--- src/rtl/edge_detector_multi.sv ---
// N-channel edge detector: per-channel synchroniser, debounce filter and mode-selected pulse,
// with sticky pending/missed flags and one aggregated interrupt.
module edge_detector_multi #(
  parameter int unsigned N             = 4,
  parameter int unsigned SYNC_STAGES   = 3,
  parameter int unsigned FILTER_CYCLES = 1,
  parameter logic        RESET_LEVEL   = 1'b0
) (
  input  logic           clk,
  input  logic           rst,
  input  logic [N-1:0]   signal_in,
  input  logic [2*N-1:0] mode,
  input  logic [N-1:0]   irq_en,
  input  logic [N-1:0]   clear,
  output logic [N-1:0]   level_out,
  output logic [N-1:0]   edge_pulse,
  output logic [N-1:0]   edge_dir,
  output logic [N-1:0]   pending,
  output logic [N-1:0]   missed,
  output logic           irq
);

  localparam int unsigned   CW      = $clog2(FILTER_CYCLES + 1);
  localparam logic [CW-1:0] CntLast = CW'(FILTER_CYCLES - 1);

  logic [SYNC_STAGES-1:0] r_sync [N];
  logic [CW-1:0]          r_cnt  [N];
  logic [N-1:0]           r_level, r_pulse, r_dir, r_pending, r_missed;

  logic [CW-1:0] w_cnt_d [N];
  logic [N-1:0]  w_s, w_level_d, w_fire, w_dir_d, w_pending_d, w_missed_d;

  always_comb begin
    for (int i = 0; i < N; i++) begin
      w_s[i] = r_sync[i][SYNC_STAGES-1];
    end
  end

  always_comb begin
    w_level_d   = r_level;
    w_fire      = '0;
    w_dir_d     = r_dir;
    w_pending_d = r_pending;
    w_missed_d  = r_missed;
    for (int i = 0; i < N; i++) begin
      w_cnt_d[i] = '0;
      if (w_s[i] != r_level[i]) begin
        if (r_cnt[i] == CntLast) begin
          w_level_d[i] = w_s[i];
          // mode[2i] enables rising, mode[2i+1] enables falling
          w_fire[i]    = w_s[i] ? mode[2*i] : mode[2*i+1];
        end else begin
          w_cnt_d[i] = r_cnt[i] + CW'(1);
        end
      end
      if (clear[i]) begin
        w_pending_d[i] = 1'b0;
        w_missed_d[i]  = 1'b0;
      end
      // A new event beats a coincident clear, but is then not counted as an overflow
      if (w_fire[i]) begin
        w_dir_d[i]     = w_s[i];
        w_pending_d[i] = 1'b1;
        if (r_pending[i] && !clear[i]) begin
          w_missed_d[i] = 1'b1;
        end
      end
    end
  end

  always_ff @(posedge clk or posedge rst) begin
    if (rst) begin
      for (int i = 0; i < N; i++) begin
        r_sync[i] <= {SYNC_STAGES{RESET_LEVEL}};
        r_cnt[i]  <= '0;
      end
      r_level   <= {N{RESET_LEVEL}};
      r_pulse   <= '0;
      r_dir     <= '0;
      r_pending <= '0;
      r_missed  <= '0;
    end else begin
      for (int i = 0; i < N; i++) begin
        r_sync[i] <= {r_sync[i][SYNC_STAGES-2:0], signal_in[i]};
        r_cnt[i]  <= w_cnt_d[i];
      end
      r_level   <= w_level_d;
      r_pulse   <= w_fire;
      r_dir     <= w_dir_d;
      r_pending <= w_pending_d;
      r_missed  <= w_missed_d;
    end
  end

  assign level_out  = r_level;
  assign edge_pulse = r_pulse;
  assign edge_dir   = r_dir;
  assign pending    = r_pending;
  assign missed     = r_missed;
  assign irq        = |(r_pending & irq_en);

endmodule

--- config.mk ---
export PLATFORM = sky130hd
export DESIGN_NAME = edge_detector_multi
export DESIGN_NICKNAME = d
export VERILOG_FILES = /design/src/rtl/edge_detector_multi.sv
export SDC_FILE = /design/constraint.sdc
export NUM_CORES = 1
export LEC_CHECK = 0
export ABC_AREA = 1
export CORE_MARGIN = 1.5
export CORE_UTILIZATION = 44
export CTS_BUF_LIST = sky130_fd_sc_hd__clkbuf_4
export DETAILED_ROUTE_END_ITERATION = 8
export PLACE_DENSITY_LB_ADDON = 0.2
export SLEW_MARGIN = 20
export SYNTH_ARGS = -nofsm -noshare
export SYNTH_HDL_FRONTEND = slang
export SYNTH_SLANG_ARGS = --single-unit
--- constraint.sdc ---
create_clock -name clk -period 1.4 [get_ports clk]
set_clock_uncertainty 0.15 [all_clocks]
set_input_delay 0.28 -clock clk [delete_from_list [all_inputs] [get_ports clk]]
set_output_delay 0.28 -clock clk [all_outputs]
set_load 0.02 [all_outputs]
======== After elaboration in Yosys (flattened, before gate mapping) ========
Cells that the tools add are included.
storage, ports and cells
  register bits after elaboration ......... 36
  output and inout bits ................... 21
  word-level logic and storage cells ...... 92
operators by class
  add/sub/neg operators ................... 4
  equality and inequality tests ........... 4
  mux-type cells .......................... 40
  bitwise gates (word level) .............. 5
  reduce and logical (&&, ||, !) cells .... 17
operator list
  kind                   count
  $mux W1                40
  $reduce_and A2 Y1      4
  $reduce_bool A2 Y1     4
  $add A1 B1 Y1 const B  4
  $and A4 B4 Y4          1
  $logic_and A1 B1 Y1    4
  $logic_not A1 Y1       4
  $ne A1 B1 Y1           4
  $not A1 Y1             4
  $reduce_or A4 Y1       1

======== Depth between registers and ports, before layout ========
Gate-level depths: netlist of the first run.
  word-level depth ........................ 4
  gate-level depth with buffers ........... 5
  gate-level depth less buffers ........... 5

======== Least setup slack after synthesis of the first run ========
No wires, ideal clock.
  kind .................................... reg-to-output
  from .................................... register r_pending[0] (netlist: pending[0])
  to ...................................... output port irq
  data arrival time ....................... 0.768 ns
  required time ........................... 0.970 ns
  setup slack ............................. 0.202 ns
  cell stages (with the launch flop) ...... 3
  path buffers ............................ 0
  cells stage by stage .................... dfrtp_1 > nand2_1 > nand4_1
on the way
  word-level cells in the longest chain between the ends .. 2
RTL lines
  element                 RTL line  text
  from (decl)             28        logic [N-1:0] r_level, r_pulse, r_dir, r_pending, r_missed;
  from (signal assigned)  90        r_pending <= w_pending_d;
  $and A4 B4 Y4           100       assign irq = |(r_pending & irq_en);
  $reduce_or A4 Y1        100
  to (decl)               20        output logic irq
No other way between the ends.

======== Worst setup path in the final report of the first run ========
Same ends and word-level chain as after synthesis.

==> out/qor.txt, run 1 <==
POWER
-----------------------------------------------------------------------------------------------
Design internal power                                                                 0.00134 W
Power per cell area                                                                1140 nW/um^2
Net switching power figure                                                           0.000464 W
Leakage component of the power                                                         0.846 nW
Peak supply drop                                                                         727 uV
Power share of the clock group                                                            0.256
Share of total power in combinational logic                                               0.173
Register share of total power                                                             0.571
Switching share of total power                                                            0.257

DRT
-----------------------------------------------------------------------------------------------
Vias after detailed routing                                                                 795
Detailed Route WL                                                                  1860 microns
Detailed Routing Iterations Pass 1                                                            4
# DRC                                                                                         0
Initial detailed-routing violation count                                                      9
Antenna viol nets, final                                                                      0
Average wire length per cell after detail routing                                  10.4 microns
Vias per cell                                                                              4.47

CTS
-----------------------------------------------------------------------------------------------
Number of buffers inserted by post-CTS setup repair                                           0
Clock tree from TritonCTS                                                                  done
Clock input transition at the sequential cells of the worst setup and hold paths          80 ps
Clock tree sinks                                                                             32
Worst skew pair latency                                                                  300 ps
Clk root buf                                                                       sky130_fd_sc_hd__clkbuf_4
Number of clock buffers inserted by TritonCTS                                                 5
Max H-tree Level                                                                              2
Clock Path Buffers                                                                            2

FLOORPLAN
-----------------------------------------------------------------------------------------------
Die width                                                                          53.6 microns
Total core area                                                                      2450 sq um
Overall die area                                                                     2870 sq um
Starting density of the core                                                              0.459
Cell Rows                                                                                    18
Die height                                                                         53.6 microns
Ports placed on the boundary                                                                 43

LOGIC SYNTHESIS
-----------------------------------------------------------------------------------------------
Fraction of post-synthesis cell area in the top cell type by area                         0.711
Synth area leader                                                                  sky130_fd_sc_hd__dfrtp_1
Number of synthesized flops with an enable pin                                                0
Share of synthesized flip-flops with an asynchronous set or reset                          1.00
Sequential element share of the synthesized area                                          0.711
Ys flop type                                                                       sky130_fd_sc_hd__dfrtp_1
Most frequently used cell type in the post-synthesis netlist                       sky130_fd_sc_hd__dfrtp_1
Post-Syn Instances                                                                           98
Synthesized cell area                                                                1130 sq um
#FFs+latches synth                                                                           32
Yosys Warn Count                                                                              0
Average instance area after synthesis                                                11.5 sq um
Synth cell count leaders                                                           32 x sky130_fd_sc_hd__dfrtp_1, 24 x sky130_fd_sc_hd__nand2_1, 17 x sky130_fd_sc_hd__inv_1, 8 x sky130_fd_sc_hd__nand3_2
Cell types with the largest area share after synthesis                             sky130_fd_sc_hd__dfrtp_1 71%, sky130_fd_sc_hd__nand2_1 8.0%, sky130_fd_sc_hd__nand3_2 7.1%
Count of unique library cells instantiated by Yosys                                           9
Post-synth net total                                                                        120

PLACED DESIGN
-----------------------------------------------------------------------------------------------
Global placement routability congestion                                                   0.720
Post-DP HPWL                                                                       1420 microns
Dpl cells                                                                                   171
Pre-CTS setup slack                                                                     -505 ps
Number of input and output port buffers inserted                                             42

CELLS AND AREA
-----------------------------------------------------------------------------------------------
Sequential cell area                                                                  801 sq um
Number of inserted filler cells in the final layout                                         209
Area growth, synth to finish                                                              40.0%
Cell Count, Final, Fillers Out                                                              178
Total area of multi-input combinational cells                                         246 sq um
End-of-flow core utilization                                                              0.642
Share of layout cells above drive strength 1                                              0.304
Final antenna diode count                                                                     0
Final #Nets                                                                                 170

SETUP PATH
-----------------------------------------------------------------------------------------------
Largest stage delay on the critical path                                                 400 ps
Worst Setup Path Type                                                              register to output port
Crit path max-delay cell type                                                      sky130_fd_sc_hd__dfrtp_1
R2R Setup Slk                                                                            330 ps
Data required, critical path                                                             970 ps
Crit path max fanout                                                                          3
Category of the worst setup path launch point                                          register
Data arrival time at the worst-slack endpoint                                           1020 ps
Nature of the critical path endpoint                                                output port
R2R Path End                                                                          missed[1]
Critical path cell sequence                                                        nand2_1 > nand4_1 > buf_6
Critical register-to-register path startpoint                                      level_out[1]
R2R cell count                                                                                6
Crit path max-delay family                                                           flip-flops
Count of buffering cells on the critical path with inverters included                         1

TIMING
-----------------------------------------------------------------------------------------------
RSZ-0062 raised after global routing                                                       true
Max Clock Freq                                                                          691 MHz
Final setup TNS                                                                        -46.4 ps
Worst slew margin relative to its limit                                                   0.892
Number of hold violations in the final report                                                 0
Worst-margin pin slew                                                                    162 ps
Final setup violation count                                                                   1
Portion of the clock cycle consumed by the worst path in the final layout                  1.03
Crit path setup slack, layout                                                          -46.4 ps
Final-report max-slew violation count                                                         0
Post-route minimum period                                                               1450 ps

GRT
-----------------------------------------------------------------------------------------------
Initial antenna violation count                                                               0
Total overflow reported by the global router                                                  0
GRT Overall Usage                                                                         0.155
Number of global-route vias before repair                                                   736
Largest net degree at the start of global routing                                            33
Wire length of the first global-routing pass                                       2990 microns

STATUS
-----------------------------------------------------------------------------------------------
Failing checks                                                                     setup timing
Result of the run                                                                  complete, but fails checks

MIN PATH
-----------------------------------------------------------------------------------------------
Path category of the worst min-delay check                                         primary input to async pin

JOB
-----------------------------------------------------------------------------------------------
Max-capacitance violation count                                                               0

[tightest hold or removal path, delay by kind of cell]
family | cells | cell delay (ps)
buf+inv | 3 | 680
[logic make-up after synthesis]
| group | share of synthesized area |
|---|---|
| simple gates | 0.219 |
| flops | 0.711 |
| buf+inv | 0.0700 |
[sequential cells by signal (all words and copies together), names as in the netlist]
register,count
edge_dir,4
edge_pulse,4
level_out,4
missed,4
pending,4
r_sync,12
[layout by cell type, fill, tap and decap left out, drive strengths merged]
cell type and instances:
buf 23, clkbuf 8, clkdlybuf4s15 1, clkdlybuf4s50 21
clkinv 1, dfrtp 32, inv 17, nand2 28
nand3 8, nand3b 4, nand4 1, nor2 4
[what timing repair did]
action	CTS	global route
cloned	0	0
hold buffers	0	0
pin swaps	3	2
endpoints found under the setup margin	21	12
endpoints found under the hold margin	0	0
resized for setup	71	12
[through the flow]
step	hold WS [ps]	power (W)	cell area (sq um)
6_report	147	0.00180	1580
5_1_grt	177	0.00193	1580
4_1_cts	141	0.00186	1640
3_5_place_dp	186	0.00141	1620
3_3_place_gp	184	0.00140	1620
2_1_floorplan	161	0.00120	1130
[power groups by stage]
| stage | Sequential (W) | Clock (W) | Combinational, W |
|---|---|---|---|
| 2_1_floorplan | 0.00111 | 0 | 0.0000892 |
| 3_3_place_gp | 0.00105 | 0 | 0.000358 |
| 3_5_place_dp | 0.00105 | 0 | 0.000364 |
| 4_1_cts | 0.00103 | 0.000494 | 0.000331 |
| 5_1_grt | 0.00104 | 0.000546 | 0.000341 |
| 6_report | 0.00103 | 0.000461 | 0.000312 |
[routing by layer]
metal,vias up,GRT usage,routed length (microns)
li1,390,-,-
met1,375,0.169,743
met2,28,0.259,977
met3,2,0.0500,115
met4,0,0.103,19
met5,-,0,0
[how the worst max path moves through the flow]
stage	endpoint	startpoint	cells past startpoint
floorplan	irq	pending[0]	2
CTS	irq	pending[2]	3
finish	irq	pending[0]	3
global route	irq	pending[3]	3
global placement	irq	irq_en[0]	4
detailed placement	irq	irq_en[1]	4
[cell type report]
cell class	instances	share of cell area
flip-flops and latches	32	0.508
multi-input cells	45	0.156
repair buffers	47	0.240
clock inverters	1	0.00317
clock buffers	6	0.0286
inverters	17	0.0405
well taps	30	0.0238
Note: power is estimated with default switching activity, not from simulation.
==> run 2, diff against run 1 <==
--- a/config.mk
+++ b/config.mk
@@ -7,9 +7,10 @@
 export LEC_CHECK = 0
 export ABC_AREA = 1
 export CORE_MARGIN = 1.5
-export CORE_UTILIZATION = 44
+export CORE_UTILIZATION = 30
 export CTS_BUF_LIST = sky130_fd_sc_hd__clkbuf_4
 export DETAILED_ROUTE_END_ITERATION = 8
+export GPL_ROUTABILITY_DRIVEN = 1
 export PLACE_DENSITY_LB_ADDON = 0.2
 export SLEW_MARGIN = 20
 export SYNTH_ARGS = -nofsm -noshare
==> out/qor.txt, run 2 (synthesis results as in run 1) <==
GRT
-----------------------------------------------------------------------------------------------
Initial antenna violation count                                                               0   unchanged
Largest net degree at the start of global routing                                            33   unchanged
Wire length of the first global-routing pass                                       3660 microns   +22%
GRT Overall Usage                                                                         0.119   -0.0362
Number of global-route vias before repair                                                   848   +15%
Total overflow reported by the global router                                                  0   unchanged

DRT
-----------------------------------------------------------------------------------------------
Highest routing layer actually used                                                        met4
Initial detailed-routing violation count                                                     27   +18
Detailed Route WL                                                                  2000 microns   +7.7%
Antenna viol nets, final                                                                      0   unchanged
Post-route met1 wirelength                                                          868 microns   +17%
Detailed-routed wire length on met2                                                 931 microns   -4.7%
Met3 wirelength from detailed routing                                               182 microns   +58%
Vias per cell                                                                              4.02   -10%
Average wire length per cell after detail routing                                  10.0 microns   -3.7%
Vias after detailed routing                                                                 800   +0.63%
Detailed Routing Iterations Pass 1                                                            4   unchanged
# DRC                                                                                         0   unchanged

POWER
-----------------------------------------------------------------------------------------------
Total power                                                                           0.00187 W   +3.5%
Switching share of total power                                                            0.262   +0.00469
Design internal power                                                                 0.00138 W   +2.9%
Leakage component of the power                                                         0.863 nW   +2.0%
Share of total power in combinational logic                                               0.174   about the same
Net switching power figure                                                           0.000489 W   +5.4%
Power share of the clock group                                                            0.276   +0.020
Register share of total power                                                             0.550   -0.021
Peak supply drop                                                                         570 uV   -22%
Power per cell area                                                                1150 nW/um^2   +0.51%

TIMING
-----------------------------------------------------------------------------------------------
RSZ-0062 raised after global routing                                                       true
Max Clock Freq                                                                          676 MHz   -2.3%
Final-report max-slew violation count                                                         0   unchanged
Worst-margin pin slew                                                                    200 ps   +37.7 ps
Final setup violation count                                                                   3   +2
Post-route minimum period                                                               1480 ps   +33.5 ps
Number of hold violations in the final report                                                 0   unchanged
Crit path setup slack, layout                                                          -79.8 ps   -33.5 ps
Portion of the clock cycle consumed by the worst path in the final layout                  1.06   +0.0239
Worst slew margin relative to its limit                                                   0.867   -0.0246
Final setup TNS                                                                         -164 ps   -117 ps

PLACED DESIGN
-----------------------------------------------------------------------------------------------
Global placement routability congestion                                                   0.718   -0.33%
Post-DP HPWL                                                                       1450 microns   +2.3%
Number of input and output port buffers inserted                                             42   unchanged
Dpl cells                                                                                   190   +11%
Pre-CTS setup slack                                                                     -527 ps   -22.2 ps

CELLS AND AREA
-----------------------------------------------------------------------------------------------
Sequential cell area                                                                  801 sq um   unchanged
Most frequent standard cell in the layout excluding fill and tap cells             sky130_fd_sc_hd__dfrtp_1
Final #Nets                                                                                 172   +1.2%
Number of inserted filler cells in the final layout                                         373   +78%
Cell Count, Final, Fillers Out                                                              199   +12%
Share of layout cells above drive strength 1                                              0.305   +0.000582
Area growth, synth to finish                                                              44.2%
Flip-flop count of the largest register, all copies and words added                          12   unchanged
Top library cells by usage in the layout, fill and taps aside                      32 x sky130_fd_sc_hd__dfrtp_1, 24 x sky130_fd_sc_hd__nand2_1, 21 x sky130_fd_sc_hd__clkdlybuf4s50_1, 18 x sky130_fd_sc_hd__buf_2, 17 x sky130_fd_sc_hd__inv_1
Final antenna diode count                                                                     0   unchanged
Register ranked first by flip-flop count                                                 r_sync
Total area of multi-input combinational cells                                         246 sq um   unchanged
End-of-flow core utilization                                                              0.447   -0.195

SETUP PATH
-----------------------------------------------------------------------------------------------
Crit path max fanout                                                                          3   unchanged
Category of the worst setup path launch point                                          register
Count of buffering cells on the critical path with inverters included                         1   unchanged
Largest stage delay on the critical path                                                 400 ps   about the same
Crit path max-delay family                                                           flip-flops
Worst Setup Path Type                                                              register to output port
Nature of the critical path endpoint                                                output port
Data required, critical path                                                             970 ps   about the same
Critical path cell sequence                                                        nand2_1 > nand4_1 > buf_6
Data arrival time at the worst-slack endpoint                                           1050 ps   +30 ps
Crit path max-delay cell type                                                      sky130_fd_sc_hd__dfrtp_1

FLOORPLAN
-----------------------------------------------------------------------------------------------
Ports placed on the boundary                                                                 43   unchanged
Starting density of the core                                                              0.310   -0.149
Overall die area                                                                     4130 sq um   +44%
Die width                                                                          64.3 microns   +20%
Cell Rows                                                                                    22   +4
Total core area                                                                      3630 sq um   +48%
Die height                                                                         64.3 microns   +20%

MIN PATH
-----------------------------------------------------------------------------------------------
Path category of the worst min-delay check                                         primary input to async pin

CTS
-----------------------------------------------------------------------------------------------
Worst skew pair latency                                                                  320 ps   +20 ps
Clock input transition at the sequential cells of the worst setup and hold paths          90 ps   about the same
Max H-tree Level                                                                              2   unchanged
Number of clock buffers inserted by TritonCTS                                                 5   unchanged
Clock tree from TritonCTS                                                                  done
Clk root buf                                                                       sky130_fd_sc_hd__clkbuf_4
Clock Path Buffers                                                                            2   unchanged
Clock tree sinks                                                                             32   unchanged

JOB
-----------------------------------------------------------------------------------------------
Max-capacitance violation count                                                               0   unchanged

STATUS
-----------------------------------------------------------------------------------------------
Result of the run                                                                  complete, but fails checks
Failing checks                                                                     setup timing

==> run 2: changes by cell type in the layout (fill, tap and decap cells not counted) <==
cell,before,now
sky130_fd_sc_hd__clkbuf_4,6,7
sky130_fd_sc_hd__dlygate4sd2_1,0,1
sky130_fd_sc_hd__buf_4,4,6
sky130_fd_sc_hd__buf_2,17,18
sky130_fd_sc_hd__clkdlybuf4s15_2,1,0
sky130_fd_sc_hd__clkinv_2,1,0
sky130_fd_sc_hd__clkbuf_2,2,0
sky130_fd_sc_hd__buf_6,1,2
sky130_fd_sc_hd__clkinv_1,0,1
==> run 2: final timing paths <==
path,startpoint,end,slack (ps),cells past startpoint
setup / recovery,pending[2],irq,-80,3
hold / removal,rst,level_out[2],140,3
setup reg to reg,level_out[2],missed[2],340,6
hold reg to reg,r_sync[1],r_sync[2],210,0
max in group asynchronous,rst,missed[3],790,3
min in group clk,r_sync[1],r_sync[2],210,0
==> run 2: power by group through the flow <==
stage          clock, W  sequential, W  combinational (W)
3_5_place_dp          0        0.00105           0.000369
4_1_cts        0.000547        0.00103           0.000331
3_3_place_gp          0        0.00105           0.000366
2_1_floorplan         0        0.00111          0.0000892
5_1_grt        0.000596        0.00104           0.000357
6_report       0.000515        0.00103           0.000325
==> run 2: area by class of cell <==
type / instances / share of cell area
Sequential cell: 32 / 0.493
Clock inverter: 1 / 0.00231
Tap cell: 48 / 0.0370
Clock buffer: 7 / 0.0324
Inverter: 17 / 0.0393
Multi-Input combinational cell: 45 / 0.152
Timing Repair Buffer: 49 / 0.244
==> run 2: what timing repair did <==
action                                  CTS  global route
hold buffers                              0             0
pin swaps                                 3             1
endpoints found under the setup margin   21             5
resized for setup                        82             3
hold endpoints to repair                  0             0
buffers inserted                          1             0
==> run 2: per-layer routing <==
layer	vias to the layer above	track usage
li1	395	-
met1	371	0.145
met2	32	0.182
met3	2	0.0511
met4	0	0.0559
met5	-	0
==> run 2: metrics by stage <==
| step | hold slack [ps] | cell area [sq um] |
|---|---|---|
| detailed placement | 187 | 1650 |
| CTS | 135 | 1630 |
| global route | 169 | 1620 |
| floorplan | 161 | 1130 |
| finish | 139 | 1620 |
| global placement | 182 | 1650 |
==> run 2: tightest hold or removal path, stage by stage <==
cell                              delay (ps)
sky130_fd_sc_hd__clkdlybuf4s50_1         400
sky130_fd_sc_hd__inv_1                    90
sky130_fd_sc_hd__buf_12                  200
==> run 3, diff against run 2 <==
--- a/config.mk
+++ b/config.mk
@@ -7,7 +7,7 @@
 export LEC_CHECK = 0
 export ABC_AREA = 1
 export CORE_MARGIN = 1.5
-export CORE_UTILIZATION = 30
+export CORE_UTILIZATION = 44
 export CTS_BUF_LIST = sky130_fd_sc_hd__clkbuf_4
 export DETAILED_ROUTE_END_ITERATION = 8
 export GPL_ROUTABILITY_DRIVEN = 1
==> results of run 3 <==
No change in the layout: final DEF, timing and power equal those of run 1.
